===== src/rtl/tdm_demux1_16.sv =====
// Receive side of the 16:1 TDM serializer: tracks the slot index, assembles a
// frame in a shadow register and publishes it on Y with a one-cycle strobe.
module tdm_demux1_16 #(
  parameter int CH_W = 1
) (
  input  logic               clk,
  input  logic               rst,
  input  logic [CH_W-1:0]    din,
  input  logic               din_valid,
  input  logic               frame_sync,
  output logic [16*CH_W-1:0] Y,
  output logic               frame_valid,
  output logic [3:0]         slot,
  output logic               locked,
  output logic               sync_err
);

  typedef enum logic {HUNT, RUN} state_t;

  state_t              state_q, state_d;
  logic [3:0]          slot_q, slot_d;
  logic [16*CH_W-1:0]  shadow_q, shadow_d;
  logic [16*CH_W-1:0]  y_q, y_d;
  logic                fv_q, fv_d;
  logic                serr_q, serr_d;

  always_ff @(posedge clk) begin
    if (rst) begin
      state_q  <= HUNT;
      slot_q   <= '0;
      shadow_q <= '0;
      y_q      <= '0;
      fv_q     <= 1'b0;
      serr_q   <= 1'b0;
    end else begin
      state_q  <= state_d;
      slot_q   <= slot_d;
      shadow_q <= shadow_d;
      y_q      <= y_d;
      fv_q     <= fv_d;
      serr_q   <= serr_d;
    end
  end

  always_comb begin
    state_d  = state_q;
    slot_d   = slot_q;
    shadow_d = shadow_q;
    y_d      = y_q;
    fv_d     = 1'b0;
    serr_d   = 1'b0;
    if (din_valid) begin
      unique case (state_q)
        HUNT: begin
          if (frame_sync) begin
            shadow_d[0 +: CH_W] = din;
            slot_d              = 4'd1;
            state_d             = RUN;
          end
        end
        RUN: begin
          if (frame_sync && slot_q != 4'd0) begin
            // Early sync: throw away the partial frame and restart at slot 0.
            serr_d              = 1'b1;
            shadow_d            = '0;
            shadow_d[0 +: CH_W] = din;
            slot_d              = 4'd1;
          end else if (!frame_sync && slot_q == 4'd0) begin
            serr_d  = 1'b1;
            slot_d  = 4'd0;
            state_d = HUNT;
          end else if (slot_q == 4'd15) begin
            y_d    = {din, shadow_q[15*CH_W-1:0]};
            fv_d   = 1'b1;
            slot_d = 4'd0;
          end else begin
            shadow_d[slot_q*CH_W +: CH_W] = din;
            slot_d                        = slot_q + 4'd1;
          end
        end
        default: state_d = HUNT;
      endcase
    end
  end

  assign Y           = y_q;
  assign frame_valid = fv_q;
  assign slot        = slot_q;
  assign locked      = (state_q == RUN);
  assign sync_err    = serr_q;

endmodule


===== config.mk =====
export PLATFORM = sky130hd
export DESIGN_NAME = tdm_demux1_16
export DESIGN_NICKNAME = d
export VERILOG_FILES = /design/src/rtl/tdm_demux1_16.sv
export SDC_FILE = /design/constraint.sdc
export NUM_CORES = 1
export LEC_CHECK = 0
export BUFFER_PORTS_ARGS = -buffer_cell sky130_fd_sc_hd__buf_2
export CAP_MARGIN = 20
export CORE_MARGIN = 2
export CORE_UTILIZATION = 60
export DETAILED_ROUTE_END_ITERATION = 7
export GPL_TIMING_DRIVEN = 0
export PLACE_DENSITY_LB_ADDON = 0.3
export SYNTH_ARGS = -nofsm -noshare
export SYNTH_HDL_FRONTEND = slang
export SYNTH_SLANG_ARGS = --single-unit

===== constraint.sdc =====
create_clock -name clk -period 7.1 [get_ports clk]
set_clock_uncertainty 0.05 [all_clocks]
set_input_delay 0.355 -clock clk [delete_from_list [all_inputs] [get_ports clk]]
set_output_delay 0.355 -clock clk [all_outputs]
set_load 0.02 [all_outputs]

==> results of run 1 <==
metrics by stage:
stage	power, W	setup WS, ps	instances
after floorplan	0.000252	4430	234
after global placement	0.000264	4250	304
after detailed placement	0.000264	4150	304
after CTS	0.000417	4110	311
after global routing	0.000430	3870	311
final	0.000417	4080	311
path summary, 6_finish.rpt:
| path | start | to | slack (ps) | depth (start not counted) |
|---|---|---|---|---|
| max | slot[0] | Y[9] | 4080 | 13 |
| min | din_valid | locked | 240 | 2 |
| max reg2reg | slot[0] | Y[9] | 4080 | 13 |
| min reg2reg | Y[14] | Y[14] | 410 | 2 |
flip-flops by register name, indices dropped and copies added (netlist names):
register,count
shadow_q,15
Y,16
frame_valid,1
sync_err,1
locked,1
slot,4
critical path: stages (launching register included):
cell	delay, ps
dfxtp_1	430
clkbuf_1	350
inv_1	160
ha_1	220
buf_2	180
nand2_4	90
inv_4	50
ha_1	300
nand3_1	110
or2_1	110
clkbuf_1	230
clkbuf_1	390
nand2_1	100
a21oi_1	170
cells in the final DEF, fill, tap and decap left out, types with 2 or more instances in the layout:
| cell | n |
|---|---|
| nand2b_1 | 3 |
| dfxtp_1 | 38 |
| and3_1 | 2 |
| and3b_1 | 3 |
| buf_2 | 30 |
| o21ai_1 | 5 |
| nand3b_1 | 4 |
| a21oi_1 | 25 |
| a211oi_1 | 2 |
| clkbuf_4 | 5 |
| nand4_1 | 3 |
| nor2_1 | 7 |
| o21ai_0 | 2 |
| a32oi_1 | 2 |
| o211ai_1 | 2 |
| clkbuf_1 | 10 |
| nor3_1 | 7 |
| mux2i_1 | 9 |
| a31oi_1 | 4 |
| ha_1 | 8 |
| inv_1 | 5 |
| or2_1 | 2 |
| nand2_1 | 53 |
| nand3_1 | 13 |
cell type report:
class	instances	area, um^2	area share, %
buffer	15	68.8	3.16
clock buffer	6	51.3	2.36
clock inverter	1	30.0	1.38
inverter	6	25.0	1.15
multi-input combinational	175	1050	48.4
sequential	38	761	35.0
tap	44	55.1	2.53
timing repair buffer	26	130	5.98
logic make-up (layout without fill, tap and decap cells):
kind of cell | after synthesis | count (layout) | synth area share (%)
flops | 38 | 38 | 39.9
simple gates | 108 | 108 | 29.6
compound gates | 48 | 48 | 14.8
xor+xnor | 2 | 2 | 0.918
buf+inv | 21 | 54 | 4.92
fa+ha+maj | 8 | 8 | 5.25
mux | 9 | 9 | 4.72
metal layers:
layer | global-route usage, % | vias up | part of all wire, %
met1 | 34.7 | 807 | 44
met3 | 6.18 | 12 | 8.2
li1 | - | 883 | -
met4 | 12.1 | 0 | 2.0
met2 | 42.2 | 72 | 45
met5 | 0 | - | 0
power by group through the flow:
| stage | clock [W] | combinational [W] | sequential (W) |
|---|---|---|---|
| 6_report | 0.000156 | 0.0000449 | 0.000216 |
| 3_3_place_gp | 0 | 0.0000431 | 0.000221 |
| 4_1_cts | 0.000157 | 0.0000439 | 0.000216 |
| 5_1_grt | 0.000164 | 0.0000490 | 0.000216 |
| 2_1_floorplan | 0 | 0.0000304 | 0.000222 |
| 3_5_place_dp | 0 | 0.0000438 | 0.000221 |
==> impl_metrics.toml, run 1 <==
[outcome]
status = "finished clean"

[clock_network]
htree_levels = 2
cts_tree = "built"
root_buffer = "clkbuf_4"
cts_resized = 0
numCtsBuffers = 5
clk_pin_slew_worst_paths_ps = 120
clk_latency_ps = 360
cts_buffer_depth = 2
clkSinkCount = 38
cts_hold_buf = 0
postCtsSetupRepairBufs = 0

[grt]
grt_pass1_wl_um = 7080
antenna_found_initial = 0
grt_pass1_vias = 1568
gr-total-overflow = 0
track_usage_pct = 26.7
grt_max_degree = 12

[logic_synthesis]
avgSynthCellArea_um2 = 8.15
ys_ff_latch = 38
synthMostInstantiatedCell = "nand2_1"
synth_cell_types = 44
syn_inst = 234
ys.flop_type = "dfxtp_1"
synth_edf_count = 0
syn_nets = 247
synth_common_cells = "53 x nand2_1, 38 x dfxtp_1, 25 x a21oi_1, 13 x nand3_1, 10 x clkbuf_1"
ys_seq_area_share_pct = 39.9
synth_top_area_share_pct = 39.9
async_flop_share_pct = 0
yosysWarningCount = 0
yosys.area.top_type = "dfxtp_1"
ys_top_cells_by_area = "dfxtp_1 40%, nand2_1 10%, a21oi_1 6.6%"
synth_area_um2 = 1910

[routing]
drtIter0Drc = 103
drc_errors = 0
wl_per_cell_um = 14.3
postRouteWirelength_um = 4450
ant_nets = 0
drt-pass1-iter-count = 5
via_count = 1774
via_per_inst = 5.70

[critical_path]
start_kind = "register"
crit_fanout = 10
crit_arrival_ps = 3260
critical_path_class = "register to register"
cp.required_ps = 7340
worst_setup_path_end_kind = "register"

[final_layout]
fin_nets = 280
stdcell_area_um2 = 2170
fillers = 273
area_growth_pct = 14.0
fin_util_pct = 71.8
drive_above_1_share_pct = 16.9
diodes = 0

[timing]
timing.final.hold_violations = 0
finalCritPeriodShare_pct = 42.5
max_slew.worst_pin.slew_ps = 545
period_needed_ps = 3020
fmax_mhz = 331
drv_slew = 0
timing.slew.headroom_pct = 63.6
rsz0062_at_grt = "no"
setup_viol = 0
whs_ps = 238
finalSetupTns_ps = 0

[die]
die_area_um2 = 3650
start_util_pct = 63.0
die_x_um = 60.4
die_y_um = 60.4
core_area_um2 = 3030
ios = 28
rows = 20

[power]
power_frac_seq_pct = 51.8
combPwrFrac_pct = 10.8
p_int_w = 0.000311
switching_share_pct = 25.4
clockPowerShare_pct = 37.4
pwr_density_cell_nw_per_um2 = 192
ir_drop_mv = 0.128
p_switching_w = 0.000106
p_leak_nw = 0.874

[place]
io_buffers = 26
placed_cell_area_um2 = 2090
gp_congestion = 0.927
post-dp-hpwl_um = 3250

[job]
cap_violations = 0

[min_path]
hold_path.class = "input port to register"
(Power assumes the default switching activity.)
==> run 2, diff against run 1 <==
--- a/config.mk
+++ b/config.mk
@@ -8,7 +8,7 @@
 export BUFFER_PORTS_ARGS = -buffer_cell sky130_fd_sc_hd__buf_2
 export CAP_MARGIN = 20
 export CORE_MARGIN = 2
-export CORE_UTILIZATION = 60
+export CORE_UTILIZATION = 51
 export DETAILED_ROUTE_END_ITERATION = 7
 export GPL_TIMING_DRIVEN = 0
 export PLACE_DENSITY_LB_ADDON = 0.3
==> constraint.sdc (replaced) <==
create_clock -name clk -period 2.6 [get_ports clk]
set_clock_uncertainty 0.05 [all_clocks]
set_input_delay 0.13 -clock clk [delete_from_list [all_inputs] [get_ports clk]]
set_output_delay 0.13 -clock clk [all_outputs]
set_load 0.02 [all_outputs]
==> run 2 against run 1 <==
Maximum frequency is 28% higher. Setup slack worse by 3800 ps. Die area up 16%. Non-clock buffer count shrank 1. Cell count increased by 0.96%. Combinational power rose to 2.7 times the previous value. Hold slack got worse by 140 ps. Clock power rose to 3.3 times the previous value.
==> impl_metrics.toml, run 2 (synthesis gave the netlist of run 1 again) <==
[clock_network]
root_buffer = "clkbuf_8"
clk_latency_ps = 290
cts_tree = "built"
cts_buffer_depth = 2
htree_levels = 2
clk_pin_slew_worst_paths_ps = 80
clkSinkCount = 38
numCtsBuffers = 5
cts_hold_buf = 0

[routing]
drt-pass1-iter-count = 4
drtIter0Drc = 88
wl_per_cell_um = 14.3
ant_nets = 0
postRouteWirelength_um = 4490
via_count = 1762
via_per_inst = 5.61
drc_errors = 0

[grt]
track_usage_pct = 22.9
grt_max_degree = 12
grt_pass1_wl_um = 7380
grt_pass1_vias = 1628
antenna_found_initial = 0
gr-total-overflow = 0

[critical_path]
path_delay_family = "simple AND/OR/NAND/NOR gates"
crit_chain = "inv_1 > ha_1 > buf_2 > nand2_4 > inv_4 > ha_2 > nand3b_4 > nor4_4 > buf_4 > a32oi_1 > a211oi_1"
path_buf_inv = 4
slowest_delay_ps = 420
crit_arrival_ps = 2510
cp.required_ps = 2750
crit_fanout = 13
crit_slowest_cell = "dfxtp_4"
critical_path_class = "register to register"
start_kind = "register"
worst_setup_path_end_kind = "register"

[place]
gp_congestion = 0.854
post-dp-hpwl_um = 3240
dpl.cell_count = 308
place_ws_ps = -206
io_buffers = 26
placed_cell_area_um2 = 2100

[final_layout]
instances_no_fill = 314
final_cell_mix = "53 x nand2_1, 36 x dfxtp_1, 29 x buf_2, 25 x a21oi_1, 13 x nand3_1"
layout_commonest_cell = "nand2_1"
fin_util_pct = 62.2
stdcell_area_um2 = 2260
area_growth_pct = 18.4
drive_above_1_share_pct = 20.7
fin_nets = 279
diodes = 0
largest_reg_flops = 16

[timing]
rsz0062_at_grt = "no"
max_slew.worst_pin.slew_ps = 551
fmax_mhz = 425
setup_viol = 0
timing.slew.headroom_pct = 63.3
fin_ws_ps = 246
timing.final.hold_violations = 0
finalCritPeriodShare_pct = 90.5
drv_slew = 0
period_needed_ps = 2350
whs_ps = 102

[min_path]
hold_path.class = "input port to register"

[power]
p_leak_nw = 0.912
pwr_density_cell_nw_per_um2 = 542
ir_drop_mv = 0.211

[die]
core_area_um2 = 3630
ios = 28
start_util_pct = 52.5
die_x_um = 65.2
die_area_um2 = 4250
die_y_um = 65.2
rows = 22

[job]
cap_violations = 0

[outcome]
status = "finished clean"
-- run 2: changes by cell type in the layout (fill, tap and decap cells not counted), sizes merged --
| cell | delta |
|---|---|
| clkbuf | -2 |
| buf | +1 |
-- run 2: per-layer routing --
metal  wire (um)  global-route usage [%]  share of wire [%]  vias to the layer above
met2        2110                    35.7                 47                       44
met4          81                    12.2                1.8                        0
li1            -                       -                  -                      880
met3         256                    4.62                5.7                        7
met5           0                       0                  0                        -
met1        2040                    29.9                 46                      831
-- run 2: per-stage QoR --
stage / TNS, ps / power, W
after global routing: 0 / 0.00127
final: 0 / 0.00122
after floorplan: 0 / 0.000689
after global placement: -1450 / 0.000720
after CTS: 0 / 0.00123
after detailed placement: -2220 / 0.000722
-- run 2: path summary, 6_finish.rpt --
check	from	slack [ps]	endpoint	cells after the start
worst max-delay path	slot[0]	250	shadow_q[14]	11
worst min register to register	Y[11]	400	Y[11]	2
worst min-delay path	din_valid	100	locked	2
worst max register to register	slot[0]	250	shadow_q[14]	11
-- run 2: area by class of cell --
class,count,area [um^2]
Fill cell,356,1380
Multi-Input combinational cell,175,1090
Sequential cell,38,766
Timing Repair Buffer,28,145
Clock buffer,6,82.6
Buffer,12,63.8
Tap cell,48,60.1
Clock inverter,1,30.0
Inverter,6,25.0
-- run 2: timing repair --
action | in CTS | in global routing
resized for setup | 6 | 9
setup endpoints to repair | 17 | 21
pin swaps | 2 | 2
buffers inserted | 2 | 0
-- run 2: power breakdown --
part | switching, W | internal [W] | leakage, nW | total [W]
Clock | 0.000203 | 0.000307 | 0.0573 | 0.000509
Combinational | 0.0000830 | 0.0000404 | 0.547 | 0.000123
Sequential | 0.00000591 | 0.000586 | 0.308 | 0.000592
Total | 0.000291 | 0.000933 | 0.912 | 0.00122
==> run 3, diff against run 2 <==
--- a/config.mk
+++ b/config.mk
@@ -5,12 +5,14 @@
 export SDC_FILE = /design/constraint.sdc
 export NUM_CORES = 1
 export LEC_CHECK = 0
+export ABC_AREA = 1
 export BUFFER_PORTS_ARGS = -buffer_cell sky130_fd_sc_hd__buf_2
 export CAP_MARGIN = 20
 export CORE_MARGIN = 2
-export CORE_UTILIZATION = 51
+export CORE_UTILIZATION = 50
 export DETAILED_ROUTE_END_ITERATION = 7
 export GPL_TIMING_DRIVEN = 0
+export HOLD_SLACK_MARGIN = 0.1
 export PLACE_DENSITY_LB_ADDON = 0.3
 export SYNTH_ARGS = -nofsm -noshare
 export SYNTH_HDL_FRONTEND = slang
==> run 3 against run 2 <==
Flip-flop and latch count stayed put. Utilization is 2.3 points lower. Maximum frequency is 0.11% lower. Hold slack better by 12 ps. Critical endpoint is now shadow_q[10]. Register-to-register slack hardly changed. Largest power group unchanged.
==> impl_metrics.toml, run 3 <==
[outcome]
status = "finished clean"

[job]
cap_violations = 0

[die]
die_area_um2 = 4300
die_y_um = 65.6
rows = 22
core_area_um2 = 3660
start_util_pct = 51.8
die_x_um = 65.6
ios = 28

[grt]
grt_pass1_wl_um = 7710
grt_pass1_vias = 1703
antenna_found_initial = 0
track_usage_pct = 23.3
gr-total-overflow = 0
grt_max_degree = 12

[logic_synthesis]
ys.flop_type = "dfxtp_1"
syn_inst = 273
avgSynthCellArea_um2 = 6.94
synth_cell_types = 26
yosysWarningCount = 0
ys_seq_area_share_pct = 40.1
async_flop_share_pct = 0
synth_edf_count = 0
yosys.area.top_type = "dfxtp_1"
synth_top_area_share_pct = 40.1
ys_ff_latch = 38
synth_common_cells = "55 x nor2_1, 38 x dfxtp_1, 38 x nand2_1, 26 x o21ai_0, 23 x inv_1"
syn_nets = 286
synth_area_um2 = 1900
synthMostInstantiatedCell = "nor2_1"
ys_top_cells_by_area = "dfxtp_1 40%, nor2_1 11%, nand2_1 7.5%"

[clock_network]
root_buffer = "clkbuf_8"
clkSinkCount = 38
clk_pin_slew_worst_paths_ps = 70
cts_tree = "built"
clk_latency_ps = 290
htree_levels = 2
numCtsBuffers = 5
cts_buffer_depth = 2

[routing]
ant_nets = 0
via_count = 1863
wl_per_cell_um = 12.8
drc_errors = 0
via_per_inst = 5.25
postRouteWirelength_um = 4540
drt-pass1-iter-count = 4
drtIter0Drc = 85

[power]
p_int_w = 0.000836
pwr_density_cell_nw_per_um2 = 515
switching_share_pct = 25.9
ir_drop_mv = 0.218
clockPowerShare_pct = 36.4
p_leak_nw = 0.977
p_switching_w = 0.000292
combPwrFrac_pct = 11.1
power_frac_seq_pct = 52.5

[timing]
max_slew.worst_pin.slew_ps = 558
period_needed_ps = 2360
timing.slew.headroom_pct = 62.5
timing.final.hold_violations = 0
finalCritPeriodShare_pct = 90.7
fmax_mhz = 424
setup_viol = 0
fin_ws_ps = 243
whs_ps = 114
drv_slew = 0
finalSetupTns_ps = 0
rsz0062_at_grt = "no"

[final_layout]
largest_reg_flops = 16
layout_commonest_cell = "nor2_1"
drive_above_1_share_pct = 16.3
instances_no_fill = 355
area_growth_pct = 15.6
final_cell_mix = "54 x nor2_1, 37 x nand2_1, 36 x dfxtp_1, 29 x buf_2, 26 x o21ai_0"
fillers = 377
fin_nets = 319
diodes = 0

[place]
post-dp-hpwl_um = 3400
gp_congestion = 0.926
dpl.cell_count = 347
io_buffers = 26
place_ws_ps = -205

[critical_path]
crit_arrival_ps = 2520
worst_setup_path_end_kind = "register"
cp.required_ps = 2760
critical_path_class = "register to register"
start_kind = "register"
rr_worst_depth = 13
crit_fanout = 10

[min_path]
hold_path.class = "input port to register"
whs_path_depth = 3
## run 3: cell types whose count changed after synthesis, moves of 9 or more
cell / before / now
o21ai_0: 2 / 26
inv_1: 5 / 23
nand2_1: 53 / 38
nand3_1: 13 / 22
mux2i_1: 9 / 0
nor2_1: 7 / 55
## run 3: layer usage
layer | GRT usage, % | wire, um | up-vias
met4 | 6.77 | 57 | 0
li1 | - | - | 965
met3 | 4.79 | 197 | 7
met5 | 0 | 0 | -
met2 | 39.7 | 2150 | 40
met1 | 29.7 | 2130 | 851
## run 3: final timing paths
check | start | slack, ps | end
max | slot[0] | 240 | shadow_q[10]
min | din_valid | 110 | locked
max reg2reg | slot[0] | 240 | shadow_q[10]
min reg2reg | shadow_q[13] | 410 | shadow_q[13]
## run 3: power groups by stage
stage | clock, W | sequential, W | combinational, W
after global placement | 0 | 0.000605 | 0.000122
after floorplan | 0 | 0.000608 | 0.0000856
after global routing | 0.000444 | 0.000593 | 0.000141
after CTS | 0.000421 | 0.000592 | 0.000123
after detailed placement | 0 | 0.000605 | 0.000122
final | 0.000411 | 0.000592 | 0.000126
## run 3: final cells by class
class,count,area [um^2],area share (%)
Multi-Input combinational cell,198,992,45.3
Sequential cell,38,766,34.9
Timing Repair Buffer,26,130,5.94
Inverter,26,98.8,4.51
Clock buffer,7,86.3,3.94
Tap cell,48,60.1,2.74
Buffer,11,53.8,2.45
Clock inverter,1,5.00,0.228
## run 3: per-stage QoR
| stage | util, % | cell area, um^2 | total power, W |
|---|---|---|---|
| CTS | 59.5 | 2180 | 0.00114 |
| detailed placement | 57.0 | 2090 | 0.000727 |
| finish | 59.9 | 2190 | 0.00113 |
| global route | 59.9 | 2190 | 0.00118 |
| floorplan | - | 1900 | 0.000693 |
| global placement | 57.0 | 2090 | 0.000727 |
## run 3: repair_timing
action / in CTS / in global routing
hold buffers: 0 / 0
gates resized for setup: 2 / 7
buffers inserted: 0 / 0
endpoints found under the setup margin: 14 / 17
## run 3: kinds of logic after synthesis
group | synth area share (%)
simple gates | 30.6
compound gates | 14.3
flops | 40.1
buf+inv | 7.92
fa+ha+maj | 5.28
xor+xnor | 1.78
## run 3: critical path, stage by stage (launching register included)
cell      delay, ps
dfxtp_4         380
clkinv_2        110
ha_2            270
nand2_2         100
ha_1            180
buf_2           170
inv_1           140
nand4_1         150
nand2_2         180
inv_2            70
buf_2           180
nand2_1          80
nand3_1          60
a21oi_1         160
